$ cat src/rtl/comm_pkg.sv
// Shared types and constants for the MazeRunner command transmitter.
package comm_pkg;

    localparam int BYTE_W = 8;

    typedef enum logic [1:0] {IDLE, LOAD, XMIT, WAIT} cm_state_t;

endpackage

$ cat src/rtl/UART_tx.sv
// 8N1 UART transmitter: start bit, 8 data bits LSB first, stop bit; tx_done pulses for one cycle at the end.
module UART_tx #(
    parameter int BAUD_DIV = 2604
) (
    input  logic       clk,
    input  logic       rst_n,
    input  logic       trmt,
    input  logic [7:0] tx_data,
    output logic       TX,
    output logic       tx_done
);
    localparam int BW = $clog2(BAUD_DIV);
    localparam logic [BW-1:0] BAUD_LAST = BW'(BAUD_DIV - 1);

    logic [8:0]    shft;
    logic [3:0]    bit_cnt;
    logic [BW-1:0] baud_cnt;
    logic          active;

    assign TX = shft[0];

    always_ff @(posedge clk or negedge rst_n) begin
        if (!rst_n) begin
            shft     <= '1;
            bit_cnt  <= '0;
            baud_cnt <= '0;
            active   <= 1'b0;
            tx_done  <= 1'b0;
        end else begin
            tx_done <= 1'b0;
            if (trmt) begin
                shft     <= {tx_data, 1'b0};
                bit_cnt  <= '0;
                baud_cnt <= '0;
                active   <= 1'b1;
            end else if (active) begin
                if (baud_cnt == BAUD_LAST) begin
                    baud_cnt <= '0;
                    shft     <= {1'b1, shft[8:1]};
                    bit_cnt  <= bit_cnt + 4'd1;
                    if (bit_cnt == 4'd9) begin
                        active  <= 1'b0;
                        tx_done <= 1'b1;
                    end
                end else begin
                    baud_cnt <= baud_cnt + BW'(1);
                end
            end
        end
    end

endmodule

$ cat src/rtl/cmd_fifo.sv
// Generic synchronous FIFO. A push is refused while full, even if a pop
// happens in the same cycle.
module cmd_fifo #(
    parameter int WIDTH = 16,
    parameter int DEPTH = 4
) (
    input  logic                     clk,
    input  logic                     rst_n,
    input  logic                     push,
    input  logic                     pop,
    input  logic [WIDTH-1:0]         wdata,
    output logic [WIDTH-1:0]         rdata,
    output logic                     full,
    output logic                     empty,
    output logic [$clog2(DEPTH):0]   cnt
);
    localparam int AW = $clog2(DEPTH);
    localparam logic [AW:0] FULL_CNT = (AW+1)'(DEPTH);

    logic [WIDTH-1:0] mem [DEPTH];
    logic [AW-1:0]    wptr, rptr;
    logic             do_push, do_pop;

    assign full    = (cnt == FULL_CNT);
    assign empty   = (cnt == '0);
    assign do_push = push && !full;
    assign do_pop  = pop && !empty;
    assign rdata   = mem[rptr];

    always_ff @(posedge clk or negedge rst_n) begin
        if (!rst_n) begin
            wptr <= '0;
            rptr <= '0;
            cnt  <= '0;
        end else begin
            if (do_push) wptr <= wptr + AW'(1);
            if (do_pop)  rptr <= rptr + AW'(1);
            case ({do_push, do_pop})
                2'b10:   cnt <= cnt + (AW+1)'(1);
                2'b01:   cnt <= cnt - (AW+1)'(1);
                default: cnt <= cnt;
            endcase
        end
    end

    // NOTE: storage has no reset; empty/full come from the reset counters, so stale data is never read.
    always_ff @(posedge clk) begin
        if (do_push) mem[wptr] <= wdata;
    end

endmodule

$ cat src/rtl/comm_master_nbyte.sv
// Command transmitter: queues CMD_BYTES-wide commands and sends each one
// byte by byte through UART_tx, MSB- or LSB-byte first.
module comm_master_nbyte
    import comm_pkg::*;
#(
    parameter int CMD_BYTES  = 2,
    parameter int FIFO_DEPTH = 4,
    parameter bit MSB_FIRST  = 1'b1,
    parameter int BAUD_DIV   = 2604
) (
    input  logic                            clk,
    input  logic                            rst_n,
    input  logic [8*CMD_BYTES-1:0]          cmd,
    input  logic                            send_cmd,
    output logic                            cmd_rdy,
    output logic [$clog2(FIFO_DEPTH):0]     q_cnt,
    output logic                            ovfl,
    output logic                            TX,
    output logic                            cmd_sent,
    output logic                            busy
);
    localparam int CW  = BYTE_W * CMD_BYTES;
    localparam int BCW = (CMD_BYTES > 1) ? $clog2(CMD_BYTES) : 1;
    localparam logic [BCW-1:0] LAST_BYTE = BCW'(CMD_BYTES - 1);

    cm_state_t         state, nxt_state;
    logic [CW-1:0]     sh, fifo_rdata;
    logic [BCW-1:0]    byte_cnt;
    logic [BYTE_W-1:0] tx_data;
    logic              fifo_full, fifo_empty, pop, trmt, tx_done;
    logic              last_done, advance;

    assign cmd_rdy   = !fifo_full;
    assign pop       = (state == IDLE) && !fifo_empty;
    assign last_done = (state == WAIT) && tx_done && (byte_cnt == LAST_BYTE);
    assign advance   = (state == WAIT) && tx_done && (byte_cnt != LAST_BYTE);

    cmd_fifo #(.WIDTH(CW), .DEPTH(FIFO_DEPTH)) u_fifo (
        .clk   (clk),
        .rst_n (rst_n),
        .push  (send_cmd),
        .pop   (pop),
        .wdata (cmd),
        .rdata (fifo_rdata),
        .full  (fifo_full),
        .empty (fifo_empty),
        .cnt   (q_cnt)
    );

    UART_tx #(.BAUD_DIV(BAUD_DIV)) u_tx (
        .clk     (clk),
        .rst_n   (rst_n),
        .trmt    (trmt),
        .tx_data (tx_data),
        .TX      (TX),
        .tx_done (tx_done)
    );

    always_ff @(posedge clk or negedge rst_n) begin
        if (!rst_n) state <= IDLE;
        else        state <= nxt_state;
    end

    // NOTE: default first, so every path assigns nxt_state and no latch is inferred.
    always_comb begin
        nxt_state = state;
        case (state)
            IDLE:    if (!fifo_empty) nxt_state = LOAD;
            LOAD:    nxt_state = WAIT;
            XMIT:    nxt_state = WAIT;
            WAIT:    if (tx_done) nxt_state = (byte_cnt == LAST_BYTE) ? IDLE : XMIT;
            default: nxt_state = IDLE;
        endcase
    end

    always_comb begin
        trmt    = (state == LOAD) || (state == XMIT);
        busy    = (state != IDLE);
        tx_data = MSB_FIRST ? sh[CW-1 -: BYTE_W] : sh[BYTE_W-1:0];
    end

    // The next byte to send always sits at the sent end of sh.
    always_ff @(posedge clk or negedge rst_n) begin
        if (!rst_n) begin
            sh       <= '0;
            byte_cnt <= '0;
            cmd_sent <= 1'b0;
            ovfl     <= 1'b0;
        end else begin
            ovfl <= send_cmd && fifo_full;
            if (pop) begin
                sh       <= fifo_rdata;
                byte_cnt <= '0;
            end else if (advance) begin
                sh       <= MSB_FIRST ? (sh << BYTE_W) : (sh >> BYTE_W);
                byte_cnt <= byte_cnt + BCW'(1);
            end
            if (state == LOAD)  cmd_sent <= 1'b0;
            else if (last_done) cmd_sent <= 1'b1;
        end
    end

endmodule

$ cat config.mk
export PLATFORM = sky130hd
export DESIGN_NAME = comm_master_nbyte
export DESIGN_NICKNAME = d
export VERILOG_FILES = /design/src/rtl/comm_pkg.sv /design/src/rtl/UART_tx.sv /design/src/rtl/cmd_fifo.sv /design/src/rtl/comm_master_nbyte.sv
export SDC_FILE = /design/constraint.sdc
export NUM_CORES = 1
export LEC_CHECK = 0
export CORE_MARGIN = 3
export CORE_UTILIZATION = 40
export DETAILED_ROUTE_END_ITERATION = 7
export PLACE_DENSITY = 0.56
export RECOVER_POWER = 25
export SLEW_MARGIN = 10
export SYNTH_ARGS = -nofsm -noshare
export SYNTH_HDL_FRONTEND = slang
export SYNTH_SLANG_ARGS = --single-unit
$ cat constraint.sdc
create_clock -name clk -period 4.4 [get_ports clk]
set_input_delay 0.88 -clock clk [delete_from_list [all_inputs] [get_ports clk]]
set_output_delay 0.88 -clock clk [all_outputs]
set_load 0.05 [all_outputs]
==> metrics.md <==
| Metric | Value |
|---|---|
| Chip width | `118 µm` |
| Layout cells sized above 1 | `17.6%` |
| Critical path type | `reg -> out` |
| Final Hold Fails | `0` |
| Lkg Pwr | `0.00231 µW` |
| WHS Endpoint | `sh[0]` |
| HP Start | `sh[0]` |
| Power per cell area | `595 nW/µm²` |
| Post-synth EDFFs | `64` |
| Max Cap Viol | `0` |
| Area contributors post-synth | `edfxtp_1 38%, dfrtp_1 23%, mux4_2 7.2%, dfstp_2 4.7%, ha_1 3.0%` |
| DR WL/cell | `15.6 µm` |
| Share of the yosys chip area belonging to registers | `65.9%` |
| DR vias | `2761` |
| Placement Setup Slack | `1.71 ns` |
| Top FF cell, synth | `edfxtp_1` |
| Clock root buffer | `clkbuf_16` |
| Post-CTS Setup Inserts | `0` |
| Critical path startpoint category | `flop` |
| Slew Viols, Final | `0` |
| Data required, critical path | `3.52 ns` |
| Clk_skew | `0.0136 ns` |
| Starting density of the core | `41.3%` |
| RSZ-0062 raised after global routing | `no` |
| GRT Overall Usage | `13.4%` |
| Cts bufs inserted | `17` |
| Worst VDD drop | `0.307 mV` |
| Bufs on Longest Clock Path | `2` |
| Flop2flop setup slack | `1.83 ns` |
| Fillers | `1050` |
| Synthesis-stage register bit count | `119` |
| Pwr Total | `3580 µW` |
| Worst skew pair latency | `0.40 ns` |
| Cts hold-fix bufs | `0` |
| H-tree depth | `4` |
| Post-synth top area share | `38.3%` |
| Synth Warn # | `0` |
| Detailed placement HPWL | `5670 µm` |
| Pin count of the biggest net entering global routing | `31` |
| Gpl congestion | `0.779` |
| Cells on worst reg2reg path | `11` |
| ANT cells | `0` |
| Reg-to-reg endpoint | `u_fifo.cnt[2]` |
| R2R Path Start | `state[0]` |
| Final antenna-violating net count | `0` |
| Syn nets | `372` |
| Post-synth top area cell | `edfxtp_1` |
| Post-CTS sizing | `0` |
| Achievable Freq | `354 MHz` |
| Relative slew slack | `6.08%` |
| # setup viols final | `0` |
| Worst setup EP type | `output port` |
| Nets | `406` |
| Cells after synthesis | `340` |
| Fin crit share | `64.3%` |
| Row cnt | `40` |
| Hold WC Path Type | `reg -> reg` |
| Final WS setup | `1.57 ns` |
| Core Area | `12200 µm²` |
| Critical Path Fanout Max | `4` |
| DIE HEIGHT | `118 µm` |
| Syn Area/Cell | `14.8 µm²` |
| Io pins | `27` |
| Yosys cell types | `43` |
| Drt drc | `0` |
| Die area | `13900 µm²` |
| Initial antenna violation count | `0` |
| Crit path DAT | `1.95 ns` |
| DRT iter0 DRCs | `190` |
| Outcome | `completed` |
| Most numerous cell in the Yosys netlist | `edfxtp_1` |
| Synth async-reset ratio | `46.2%` |
| Area delta synth->final | `19.7%` |
| Final wirelength | `8630 µm` |
| Slew at the pin with the worst max-slew slack | `1.41 ns` |
| First-pass GRT wire length | `14400 µm` |
| GR Overflow Total | `0` |
| Synth cell count leaders | `64 x edfxtp_1, 46 x dfrtp_1, 29 x nand2_1` |
| Mean number of vias per cell | `4.97` |
| PortBufs | `26` |
| DRT Pass-1 Iters | `4` |
| Clock sinks | `119` |
| CTS tree | `built` |
| Hold Path Cell Cnt | `1` |
| Mapped Area | `5020 µm²` |
| Clock-pin slew on the worst setup and hold paths | `0.06 ns` |
| Vias in the first global route | `2802` |
| Tmin final | `2.83 ns` |
| Post-Route Setup TNS | `0 ns` |
-- worst max-delay path: stages, from the launching register on --
cell and delay, ns:
dfrtp_1 0.39, inv_1 0.08, ha_1 0.23, inv_1 0.07, clkdlybuf4s50_1 0.79
-- power by group --
| group | leakage (µW) | internal (µW) | switching (µW) |
|---|---|---|---|
| Sequential | 0.00126 | 1460 | 132 |
| Clock | 0.000273 | 836 | 465 |
| Combinational | 0.000774 | 307 | 380 |
| Total | 0.00231 | 2600 | 977 |
-- how the worst max path moves through the flow --
stage                              from             to  slack, ns  cells past startpoint
final                          state[0]           busy       1.57                      4
after CTS                      state[0]           busy       1.54                      4
after global placement         send_cmd  u_fifo.cnt[2]       1.77                      8
after detailed placement       send_cmd  u_fifo.cnt[2]       1.71                      8
after floorplan           u_fifo.cnt[0]  u_fifo.cnt[2]       1.82                     10
after global routing      u_fifo.cnt[1]        cmd_rdy       1.44                      3
-- per-stage QoR --
stage               cell area, µm²  cells  hold WS, ns  util, %
floorplan                     5020    340        0.466        -
global route                  6010    555        0.519     49.4
CTS                           6010    555        0.492     49.4
detailed placement            5450    523        0.497     44.8
global placement              5450    523        0.488     44.8
finish                        6010    555        0.504     49.4
-- state kept, by name, indices dropped and copies added, names as in the netlist --
register       cells
u_fifo.mem        64
sh                16
u_tx.baud_cnt     12
u_tx.shft          9
u_tx.bit_cnt       4
u_fifo.cnt         3
state              2
u_fifo.rptr        2
u_fifo.wptr        2
byte_cnt           1
cmd_sent           1
ovfl               1
u_tx.active        1
u_tx.tx_done       1
-- routing by layer --
layer	GRT usage, %	routed length, µm	vias up
li1	-	-	1329
met1	16.9	3920	1371
met2	21.6	4310	48
met3	3.70	261	13
met4	6.08	145	0
met5	0	0	-
-- cells in the final DEF (no fill, tap or decap), types with 2 or more instances in the layout --
| cell | instances |
|---|---|
| and3_1 | 5 |
| edfxtp_1 | 64 |
| mux2_2 | 9 |
| buf_4 | 3 |
| mux4_2 | 16 |
| a31oi_1 | 12 |
| inv_1 | 13 |
| clkinv_4 | 2 |
| o2111ai_1 | 3 |
| clkdlybuf4s50_1 | 15 |
| xnor2_1 | 8 |
| or3_1 | 2 |
| clkinvlp_4 | 2 |
| clkinv_2 | 2 |
| a21oi_1 | 9 |
| clkbuf_1 | 5 |
| clkbuf_8 | 4 |
| dfrtp_1 | 46 |
| dlygate4sd3_1 | 10 |
| nor3_1 | 4 |
| a22o_1 | 9 |
| nand2_1 | 29 |
| nor2_1 | 26 |
| mux2_1 | 7 |
| clkbuf_16 | 17 |
| xor2_1 | 6 |
| nand3_1 | 5 |
| nand2b_1 | 6 |
| nor2b_1 | 2 |
| ha_1 | 12 |
| o21ai_0 | 5 |
| dfstp_2 | 9 |
| nand3b_1 | 4 |
-- layout make-up --
type	instances	area [µm²]	share of cell area [%]
clock buffers	25	495	8.24
clock inverters	7	72.6	1.21
inverters	13	48.8	0.812
multi-input cells	194	1600	26.6
flip-flops and latches	119	3310	55.0
well taps	168	210	3.50
repair buffers	29	277	4.60
-- kinds of logic (layout without fill, tap and decap cells) --
group                    count (synthesis)  count (layout)  synth area share (%)
AO/OA/AOI/OAI                           42              42                  5.61
flip-flops                             119             119                  65.9
AND/OR/NAND/NOR                         92              92                  9.44
adder cells (fa/ha/maj)                 13              13                  3.39
buffers and inverters                   27              74                  2.27
XOR/XNOR                                14              14                  2.44
multiplexers                            33              33                  11.0
(Power assumes the default switching activity.)
